--- config.mk ---
export PLATFORM = sky130hd
export DESIGN_NAME = eight_point_ifft_seq
export DESIGN_NICKNAME = d
export VERILOG_FILES = /design/src/rtl/ifft_pkg.sv /design/src/rtl/ifft_butterfly.sv /design/src/rtl/eight_point_ifft_seq.sv
export SDC_FILE = /design/constraint.sdc
export NUM_CORES = 2
export LEC_CHECK = 0
export ABC_AREA = 1
export CELL_PAD_IN_SITES_DETAIL_PLACEMENT = 1
export CELL_PAD_IN_SITES_GLOBAL_PLACEMENT = 1
export CORE_ASPECT_RATIO = 0.75
export CORE_MARGIN = 2
export CORE_UTILIZATION = 47
export CTS_BUF_LIST = sky130_fd_sc_hd__clkbuf_4 sky130_fd_sc_hd__clkbuf_8 sky130_fd_sc_hd__clkbuf_16
export CTS_CLUSTER_SIZE = 14
export DETAILED_ROUTE_END_ITERATION = 10
export PLACE_DENSITY_LB_ADDON = 0.1
export SKIP_LAST_GASP = 1
export SYNTH_ARGS = -nofsm -noshare
export SYNTH_HDL_FRONTEND = slang
export SYNTH_HIERARCHICAL = 1
export SYNTH_SLANG_ARGS = --single-unit
--- constraint.sdc ---
create_clock -name CLK -period 10.4 [get_ports CLK]
set_clock_uncertainty 0.2 [all_clocks]
set_input_delay 2.08 -clock CLK [delete_from_list [all_inputs] [get_ports CLK]]
set_output_delay 2.08 -clock CLK [all_outputs]
set_load 0.005 [all_outputs]
--- src/rtl/ifft_pkg.sv ---
// Shared types, constants and Q8.8 helpers for the sequential 8-point IFFT.
// Sample words are sign-magnitude at the ports and two's complement internally.
package ifft_pkg;

   localparam int W_P  = 16;
   localparam int IW_P = 18;

   localparam logic [W_P-1:0] ONE = 16'h0100;

   typedef enum logic [1:0] {LOAD, COMPUTE, UNLOAD} state_e;

   typedef logic signed [IW_P-1:0] iw_t;

   typedef struct packed {
      iw_t re;
      iw_t im;
   } cplx_t;

   localparam iw_t SAT_MAX = iw_t'(32767);
   localparam iw_t SAT_MIN = iw_t'(-32768);

   function automatic logic [2:0] bitrev3(input logic [2:0] k);
      return {k[0], k[1], k[2]};
   endfunction

   // Shift-add approximation of cos(pi/4): 1/2+1/8+1/16+1/64+1/256 = 0.70703
   function automatic iw_t c_mul(input iw_t v);
      return (v >>> 1) + (v >>> 3) + (v >>> 4) + (v >>> 6) + (v >>> 8);
   endfunction

   function automatic iw_t sm_to_tc(input logic [W_P-1:0] sm);
      iw_t mag;
      mag = iw_t'({{(IW_P-W_P+1){1'b0}}, sm[W_P-2:0]});
      return sm[W_P-1] ? -mag : mag;
   endfunction

   function automatic iw_t sat_w(input iw_t v);
      iw_t r;
      r = v;
      if (v > SAT_MAX) r = SAT_MAX;
      if (v < SAT_MIN) r = SAT_MIN;
      return r;
   endfunction

   // -32768 has no sign-magnitude code, so it clamps to -32767 (0xFFFF)
   function automatic logic [W_P-1:0] tc_to_sm(input iw_t v);
      iw_t             mag;
      logic [W_P-1:0]  r;
      mag = v[IW_P-1] ? -v : v;
      if (mag > SAT_MAX || mag < 0) mag = SAT_MAX;
      if (mag == 0) r = '0;
      else          r = {v[IW_P-1], mag[W_P-2:0]};
      return r;
   endfunction

endpackage

--- src/rtl/ifft_butterfly.sv ---
// Combinational radix-2 DIT butterfly with conjugate twiddles and a built-in /2 scale.
// A' = (A + B*W^k) >>> 1, B' = (A - B*W^k) >>> 1, k = 0..3.
module ifft_butterfly
   import ifft_pkg::*;
(
   input  cplx_t      a_i,
   input  cplx_t      b_i,
   input  logic [1:0] tw_i,
   output cplx_t      a_o,
   output cplx_t      b_o
);

   iw_t b_re, b_im, diff, sum;
   iw_t t_re, t_im;
   iw_t a_re_s, a_im_s, b_re_s, b_im_s;

   always_comb begin
      b_re = b_i.re;
      b_im = b_i.im;
      diff = b_re - b_im;
      sum  = b_re + b_im;
      t_re = b_re;
      t_im = b_im;
      case (tw_i)
         2'd0: begin t_re = b_re;         t_im = b_im;         end
         2'd1: begin t_re = c_mul(diff);  t_im = c_mul(sum);   end
         2'd2: begin t_re = -b_im;        t_im = b_re;         end
         default: begin t_re = -c_mul(sum); t_im = c_mul(diff); end
      endcase
      a_re_s = a_i.re + t_re;
      a_im_s = a_i.im + t_im;
      b_re_s = a_i.re - t_re;
      b_im_s = a_i.im - t_im;
      a_o.re = a_re_s >>> 1;
      a_o.im = a_im_s >>> 1;
      b_o.re = b_re_s >>> 1;
      b_o.im = b_im_s >>> 1;
   end

endmodule

--- src/rtl/eight_point_ifft_seq.sv ---
// Sequential 8-point IFFT: serial load, 12-cycle in-place butterfly pass, serial unload.
// Output is valid/ready with data held while out_ready is low; latency 14 cycles from last input.
module eight_point_ifft_seq
   import ifft_pkg::*;
#(
   parameter int W  = W_P,
   parameter int IW = IW_P
) (
   input  logic         CLK,
   input  logic         RST_N,
   input  logic         in_valid,
   output logic         in_ready,
   input  logic [W-1:0] in_real,
   input  logic [W-1:0] in_imag,
   output logic         out_valid,
   input  logic         out_ready,
   output logic [W-1:0] out_real,
   output logic [W-1:0] out_imag,
   output logic [2:0]   out_index,
   output logic         out_last,
   output logic         busy
);

   state_e state_q, state_d;

   logic [2:0]   ld_cnt_q, ld_cnt_d;
   logic [1:0]   stg_q, stg_d;
   logic [1:0]   bf_q, bf_d;
   logic [2:0]   out_idx_q, out_idx_d;
   logic         out_vld_q, out_vld_d;
   logic [W-1:0] out_re_q, out_re_d;
   logic [W-1:0] out_im_q, out_im_d;

   logic signed [IW-1:0] st_re_q [8];
   logic signed [IW-1:0] st_im_q [8];

   logic       in_fire, out_fire, ld_we, bf_we;
   logic [2:0] ia, ib, rd_idx;
   logic [1:0] tw;
   cplx_t      bf_a, bf_b, bf_a_o, bf_b_o;

   assign in_ready  = (state_q == LOAD);
   assign in_fire   = in_valid & in_ready;
   assign out_fire  = out_vld_q & out_ready;
   assign rd_idx    = out_vld_q ? out_idx_q + 3'd1 : 3'd0;

   assign out_valid = out_vld_q;
   assign out_real  = out_re_q;
   assign out_imag  = out_im_q;
   assign out_index = out_idx_q;
   assign out_last  = out_vld_q & (out_idx_q == 3'd7);
   assign busy      = (state_q != LOAD);

   // Operand spacing 1/2/4 per stage; twiddle step halves each stage
   always_comb begin
      ia = {bf_q, 1'b0};
      ib = {bf_q, 1'b1};
      tw = 2'd0;
      case (stg_q)
         2'd0: begin ia = {bf_q, 1'b0};          ib = {bf_q, 1'b1};          tw = 2'd0;            end
         2'd1: begin ia = {bf_q[1], 1'b0, bf_q[0]}; ib = {bf_q[1], 1'b1, bf_q[0]}; tw = {bf_q[0], 1'b0}; end
         default: begin ia = {1'b0, bf_q};       ib = {1'b1, bf_q};          tw = bf_q;            end
      endcase
      bf_a.re = st_re_q[ia];
      bf_a.im = st_im_q[ia];
      bf_b.re = st_re_q[ib];
      bf_b.im = st_im_q[ib];
   end

   ifft_butterfly u_bfly (
      .a_i  (bf_a),
      .b_i  (bf_b),
      .tw_i (tw),
      .a_o  (bf_a_o),
      .b_o  (bf_b_o)
   );

   always_comb begin
      state_d   = state_q;
      ld_cnt_d  = ld_cnt_q;
      stg_d     = stg_q;
      bf_d      = bf_q;
      out_idx_d = out_idx_q;
      out_vld_d = out_vld_q;
      out_re_d  = out_re_q;
      out_im_d  = out_im_q;
      ld_we     = 1'b0;
      bf_we     = 1'b0;
      case (state_q)
         LOAD: begin
            stg_d = 2'd0;
            bf_d  = 2'd0;
            if (in_fire) begin
               ld_we    = 1'b1;
               ld_cnt_d = ld_cnt_q + 3'd1;
               if (ld_cnt_q == 3'd7) state_d = COMPUTE;
            end
         end
         COMPUTE: begin
            bf_we = 1'b1;
            bf_d  = bf_q + 2'd1;
            if (bf_q == 2'd3) begin
               stg_d = stg_q + 2'd1;
               if (stg_q == 2'd2) state_d = UNLOAD;
            end
         end
         UNLOAD: begin
            // Refill the output register on entry and after each accepted sample but the last
            if (!out_vld_q || (out_fire && out_idx_q != 3'd7)) begin
               out_vld_d = 1'b1;
               out_idx_d = rd_idx;
               out_re_d  = tc_to_sm(st_re_q[rd_idx]);
               out_im_d  = tc_to_sm(st_im_q[rd_idx]);
            end else if (out_fire) begin
               out_vld_d = 1'b0;
               out_idx_d = 3'd0;
               state_d   = LOAD;
            end
         end
         default: state_d = LOAD;
      endcase
   end

   always_ff @(posedge CLK) begin
      if (!RST_N) begin
         state_q   <= LOAD;
         ld_cnt_q  <= 3'd0;
         stg_q     <= 2'd0;
         bf_q      <= 2'd0;
         out_idx_q <= 3'd0;
         out_vld_q <= 1'b0;
         out_re_q  <= '0;
         out_im_q  <= '0;
      end else begin
         state_q   <= state_d;
         ld_cnt_q  <= ld_cnt_d;
         stg_q     <= stg_d;
         bf_q      <= bf_d;
         out_idx_q <= out_idx_d;
         out_vld_q <= out_vld_d;
         out_re_q  <= out_re_d;
         out_im_q  <= out_im_d;
      end
   end

   always_ff @(posedge CLK) begin
      if (ld_we) begin
         st_re_q[bitrev3(ld_cnt_q)] <= sm_to_tc(in_real);
         st_im_q[bitrev3(ld_cnt_q)] <= sm_to_tc(in_imag);
      end else if (bf_we) begin
         st_re_q[ia] <= sat_w(bf_a_o.re);
         st_im_q[ia] <= sat_w(bf_a_o.im);
         st_re_q[ib] <= sat_w(bf_b_o.re);
         st_im_q[ib] <= sat_w(bf_b_o.im);
      end
   end

endmodule

-- Word-level counts from Yosys, hierarchy flattened
Memories as Yosys holds them, arrays and structs flattened.
Cells that the tools add are included.
- memory bits (writable): 288
- memories kept: 2
- bits of input ports: 36
- memory bits (read-only): 0
- bits in latches: 0
- bits in registers: 45
- memory list (memory ; depth ; width ; rd ports ; clocked after Yosys merged registers in ; write ports ; line ; text):
    st_im_q ; 8 ; 18 ; 3 ; 0 ; 2 ; eight_point_ifft_seq.sv:35 ; logic signed [IW-1:0] st_im_q [8];
    st_re_q ; 8 ; 18 ; 3 ; 0 ; 2 ; eight_point_ifft_seq.sv:34 ; logic signed [IW-1:0] st_re_q [8];
- $add $sub $neg: 24
- shift-type cells: 0
- equality and inequality tests: 16
- multiply operators: 0
- multiplexer cells: 62
- reductions and logical operators: 20
- bitwise gates (word level): 3
- div/mod/pow operators: 0
- magnitude comparators: 12
- operator list (cell ; count):
    $mux W18 ; 28
    $pmux W18 S3 ; 2
    $neg A18 Y18 ; 4
    $gt A17 B16 Y1 const B ; 4
    $lt A17 B16 Y1 const B ; 4
    $logic_not A32 Y1 ; 2
    $add A18 B18 Y18 ; 3
    $sub A18 B18 Y18 ; 3
    $add A17 B15 Y18 ; 2
    $add A18 B10 Y18 ; 2
    $add A18 B12 Y18 ; 2
    $add A18 B14 Y18 ; 2
    $gt A18 B16 Y1 const B ; 2
    $lt A18 B1 Y1 const B ; 2
    $neg A15 Y18 ; 2
    $reduce_or A18 Y1 ; 2
    $mux W16 ; 2
    $mux W3 ; 5
    $mux W2 ; 7
    $mux W1 ; 12
    $pmux W2 S2 ; 3
    $pmux W3 S2 ; 2
    $eq A2 B2 Y1 const B ; 4
    $ne A2 B2 Y1 const B ; 4
    15 further kinds ; 32

-- Longest topological paths before layout
An unclocked memory read counts as a cell.
- word-level depth: 17
- gate-level depth with buffers: 68
- mapped depth without buffers: 63

-- Modules after synthesis
The synthesis kept the hierarchy.
- by module, submodules not included (module ; cells each ; times used ; area an instance (um^2) ; sequential area each (um^2)):
    eight_point_ifft_seq ; 3187 ; 1 ; 22779.3 ; 9549.2
    ifft_butterfly ; 1711 ; 1 ; 10862.9 ; 0.0

-- Worst setup path before layout
No wires, ideal clock.
- kind: reg2reg
- start: register stg_q[0]
- end: memory st_re_q[5][10] (netlist name), data pin
- period minus slack after synthesis: 9576 ps
- library setup time: 275 ps
- slack: 824 ps
- arrival: 9101 ps
- path buffers: 6
- cell stages (with the launch flop): 60
- required time: 9925 ps
- cells stage by stage: dfxtp_1 inv_1 ha_1 nand2_1 inv_1 a211oi_1 inv_1 nand2_1 clkbuf_1 buf_1 a21oi_1 o21ai_0 nand4_1 nand2_1 inv_1 fa_1 a21oi_1 o21bai_2 (+24 left out) nand2_2 inv_2 ha_1 clkbuf_1 inv_1 a21oi_1 o21ai_0 a211oi_1 nand3_1 inv_1 nand3_1 nand2_1 buf_4 clkbuf_1 a21oi_1 clkbuf_1 o21ai_0 o21ai_0
- RTL lines (item ; line ; text):
    start: declaration ; eight_point_ifft_seq.sv:27 ; logic [1:0] stg_q, stg_d;
    start signal: assignment ; eight_point_ifft_seq.sv:137 ; stg_q <= stg_d;
    end: declaration ; eight_point_ifft_seq.sv:34 ;

==> results by group <==
STA
  – Hold slack: roughly 270 ps
  – Worst Max-Slew Pin Slew: between 1000 and 1500 ps
  – Final setup viols: 43
  – Worst slew margin relative to its limit: between 20% and 30%
  – Period utilization: 101%
  – Achievable Freq: between 0.09 and 0.1 GHz
  – Setup Total Neg Slack: -1930 ps
  – Slack of the critical path: -142 ps
  – Final worst path period need: roughly 11000 ps
  – Final hold vios: 0
  – Final Max Tran Viols: 0

Synthesis
  – Ys Warns: 6
  – Post-Syn Instances: roughly 4900
  – Synth unique cells: 67
  – Sequential area share after synthesis: approximately 28%
  – Synthesized area: approximately 34000 sq um
  – Xor and xnor area share after synthesis: approximately 3.5%
  – Post-synth EDFFs: ~290
  – Simple-Gate Fraction of Synth Area: 22.5%
  – Asr flop ratio synth: 0%
  – Syn nets: ~5200
  – Synth Area per Inst: about 6.9 sq um
  – Post-synthesis adder-cell area fraction: around a tenth
  – Post-synthesis mux area share: 0%
  – Yosys reg bits: between 300 and 400
  – Synth Flop Type: edfxtp_1
  – Largest family of logic cells by synthesized area: compound AO/OA/AOI/OAI gates
  – Compound-Gate Fraction of Synth Area: about a quarter

Final layout
  – # diodes: 0
  – Area grow syn2layout: 20.4%
  – Fraction of layout instances using a drive strength above 1: between 10% and 20%
  – Post-route cell area: just over 40000 sq um
  – # nets final: 5502

Die
  – Core Footprint: approximately 70000 sq um
  – Horiz. Die Dim: about 310 um
  – Core Rows: 84
  – Die Ht: 236 um
  – Die area: roughly 74000 sq um
  – Effective utilization at floorplan: a little under half
  – Number of I/O pins: 75

Setup path
  – Crit Path Max Fanout: 7
  – Setup crit start kind: flip-flop
  – CP bufs+invs: 18
  – Arrival @ worst endpoint: 10590 ps
  – Family with the most delay on the worst path: simple AND/OR/NAND/NOR gates
  – Critical Path Sink Type: flip-flop
  – Crit path max-delay cell type: fa_1
  – Slowest Stage Delay on Critical Path: approximately 570 ps
  – Setup CP Type: reg -> reg
  – WP data required: ~10000 ps

Routing
  – Vias/cell: slightly above 6
  – ANT nets after route: 0
  – Wire per inst: ~26 um
  – WL final: roughly 160000 um
  – # DRC: 0
  – Vias: slightly below 40000
  – Initial DRC Count: 4823
  – DRT Pass-1 Iters: 8

Run status
  – Failing checks: negative setup slack
  – Status: finished with violations

Global route
  – Global-route wire length before repair: 227000 um
  – Largest net degree at the start of global routing: 90
  – Vias in the first global route: 36980
  – Global route total overflow: 0
  – Antenna violations before repair: 3
  – GRT Util Overall: 40.0%

Clocking
  – Worst skew pair latency: 550 ps
  – Clock Tree Root: clkbuf_16
  – Clk buf depth: 3
  – Clk sinks: ~330
  – TritonCTS clock tree: done
  – Clock slew seen by the registers of the worst setup and hold paths: 70 ps
  – Htree depth: 2
  – Num CTS Buffers: 35

Flow run
  – Max-cap check violation count: 0

Hold path
  – Hold Path Class: reg -> reg

Placed design
  – I/O Buffers: 74
  – Post-DP HPWL: approximately 110000 um
  – GPL Wtd Cong: a little under 1
  – Dpl cell area: between 30000 and 40000 sq um
==> per-stage QoR <==
stage	utilization (%)	std cells	setup WS (ps)
6_report	57.5	6191	-142
5_1_grt	57.5	6191	-477
2_1_floorplan	-	4898	824
3_3_place_gp	53.6	6067	-233
3_5_place_dp	53.6	6067	-778
4_1_cts	55.4	6132	4.70
==> path summary, 6_finish.rpt <==
kind                            cells past startpoint  slack [ps]         start       endpoint
worst min register to register                      2         270  out_real[13]   out_real[13]
worst max register to register                     62        -140      stg_q[0]  st_re_q[5][8]
worst min-delay path                                2         270  out_real[13]   out_real[13]
worst max-delay path                               62        -140      stg_q[0]  st_re_q[5][8]
==> worst register-to-register path, delay by kind of cell (launching register included) <==
| family | cells | cell delay (ps) |
|---|---|---|
| buffers and inverters | 18 | 1950 |
| AO/OA/AOI/OAI | 9 | 1510 |
| AND/OR/NAND/NOR | 25 | 3230 |
| flip-flops | 1 | 360 |
| adder cells (fa/ha/maj) | 7 | 2380 |
| XOR/XNOR | 3 | 610 |
==> synth_stat cells (40+ instances only) <==
cell / count / area, sq um
nand2_1: 1093 / 4100
o21ai_1: 71 / 355
a21oi_1: 444 / 2220
edfxtp_1: 288 / 8650
nand4_1: 40 / 250
dfxtp_1: 45 / 901
xor2_1: 117 / 1020
o21ai_0: 675 / 3380
nand3_1: 271 / 1360
clkbuf_1: 168 / 631
o211ai_1: 51 / 383
inv_1: 665 / 2500
ha_1: 177 / 2210
fa_1: 69 / 1380
nor3_1: 41 / 205
buf_2: 42 / 210
a31oi_1: 43 / 269
nor2_1: 228 / 856
==> registers in the layout, summed over array words and instances, names as in the netlist <==
register,cells
state_q,2
bf_q,2
out_index,3
ld_cnt_q,3
stg_q,2
out_imag,16
st_re_q,144
out_real,16
st_im_q,144
out_valid,1
==> repair_timing <==
item / in CTS / in global routing
pin swaps: 1 / 67
cloned: 0 / 1
resized for setup: 22 / 253
setup buffers: 3 / 58
hold buffers: 0 / 0
setup endpoints to repair: 255 / 288
==> area by class of cell <==
type | count | area [sq um]
clock buffer | 42 | 963
clock inverter | 20 | 195
fill | 9134 | 29900
timing repair buffer | 551 | 4550
multi-input combinational | 3591 | 21400
inverter | 708 | 2670
sequential | 333 | 9550
tap | 946 | 1180
==> layout by cell type, fill, tap and decap left out, types with 13 or more instances in the layout <==
| cell | instances |
|---|---|
| a21o_1 | 13 |
| a21oi_1 | 408 |
| a21oi_2 | 39 |
| a221oi_1 | 24 |
| a31oi_1 | 41 |
| buf_12 | 13 |
| buf_4 | 452 |
| clkbuf_16 | 38 |
| clkdlybuf4s50_1 | 74 |
| clkinv_1 | 16 |
| dfxtp_1 | 42 |
| edfxtp_1 | 288 |
| fa_1 | 67 |
| ha_1 | 151 |
| ha_4 | 20 |
| inv_1 | 632 |
| inv_2 | 63 |
| nand2_1 | 1069 |
| nand2_2 | 53 |
| nand3_1 | 266 |
| nand3_2 | 16 |
| nand3b_1 | 18 |
| nand4_1 | 40 |
| nor2_1 | 207 |
| nor2_2 | 20 |
| nor2_4 | 15 |
| nor3_1 | 33 |
| o211ai_1 | 51 |
| o21ai_0 | 645 |
| o21ai_1 | 77 |
| o21ai_2 | 23 |
| o21bai_1 | 16 |
| xor2_1 | 99 |
| xor2_2 | 19 |
==> per-layer routing <==
layer  vias to the layer above  GRT usage, %  wire (um)
met5                         -             0         28
met4                         4          17.1       7910
met3                       432          7.06      17700
met2                      2168          59.7      67500
met1                     18871          56.6      65300
li1                      16987             -          -
==> kinds of logic (layout without fill, tap and decap cells) <==
logic type      after synthesis  count (layout)
flops                       333             333
buf+inv                     974            1321
compound gates             1434            1434
fa+ha+maj                   246             246
xor+xnor                    131             131
simple gates               1780            1780
Power is left out: the tool's default activity adds up to more than one toggle a clock period on the data nets, which glitch-free logic cannot reach.
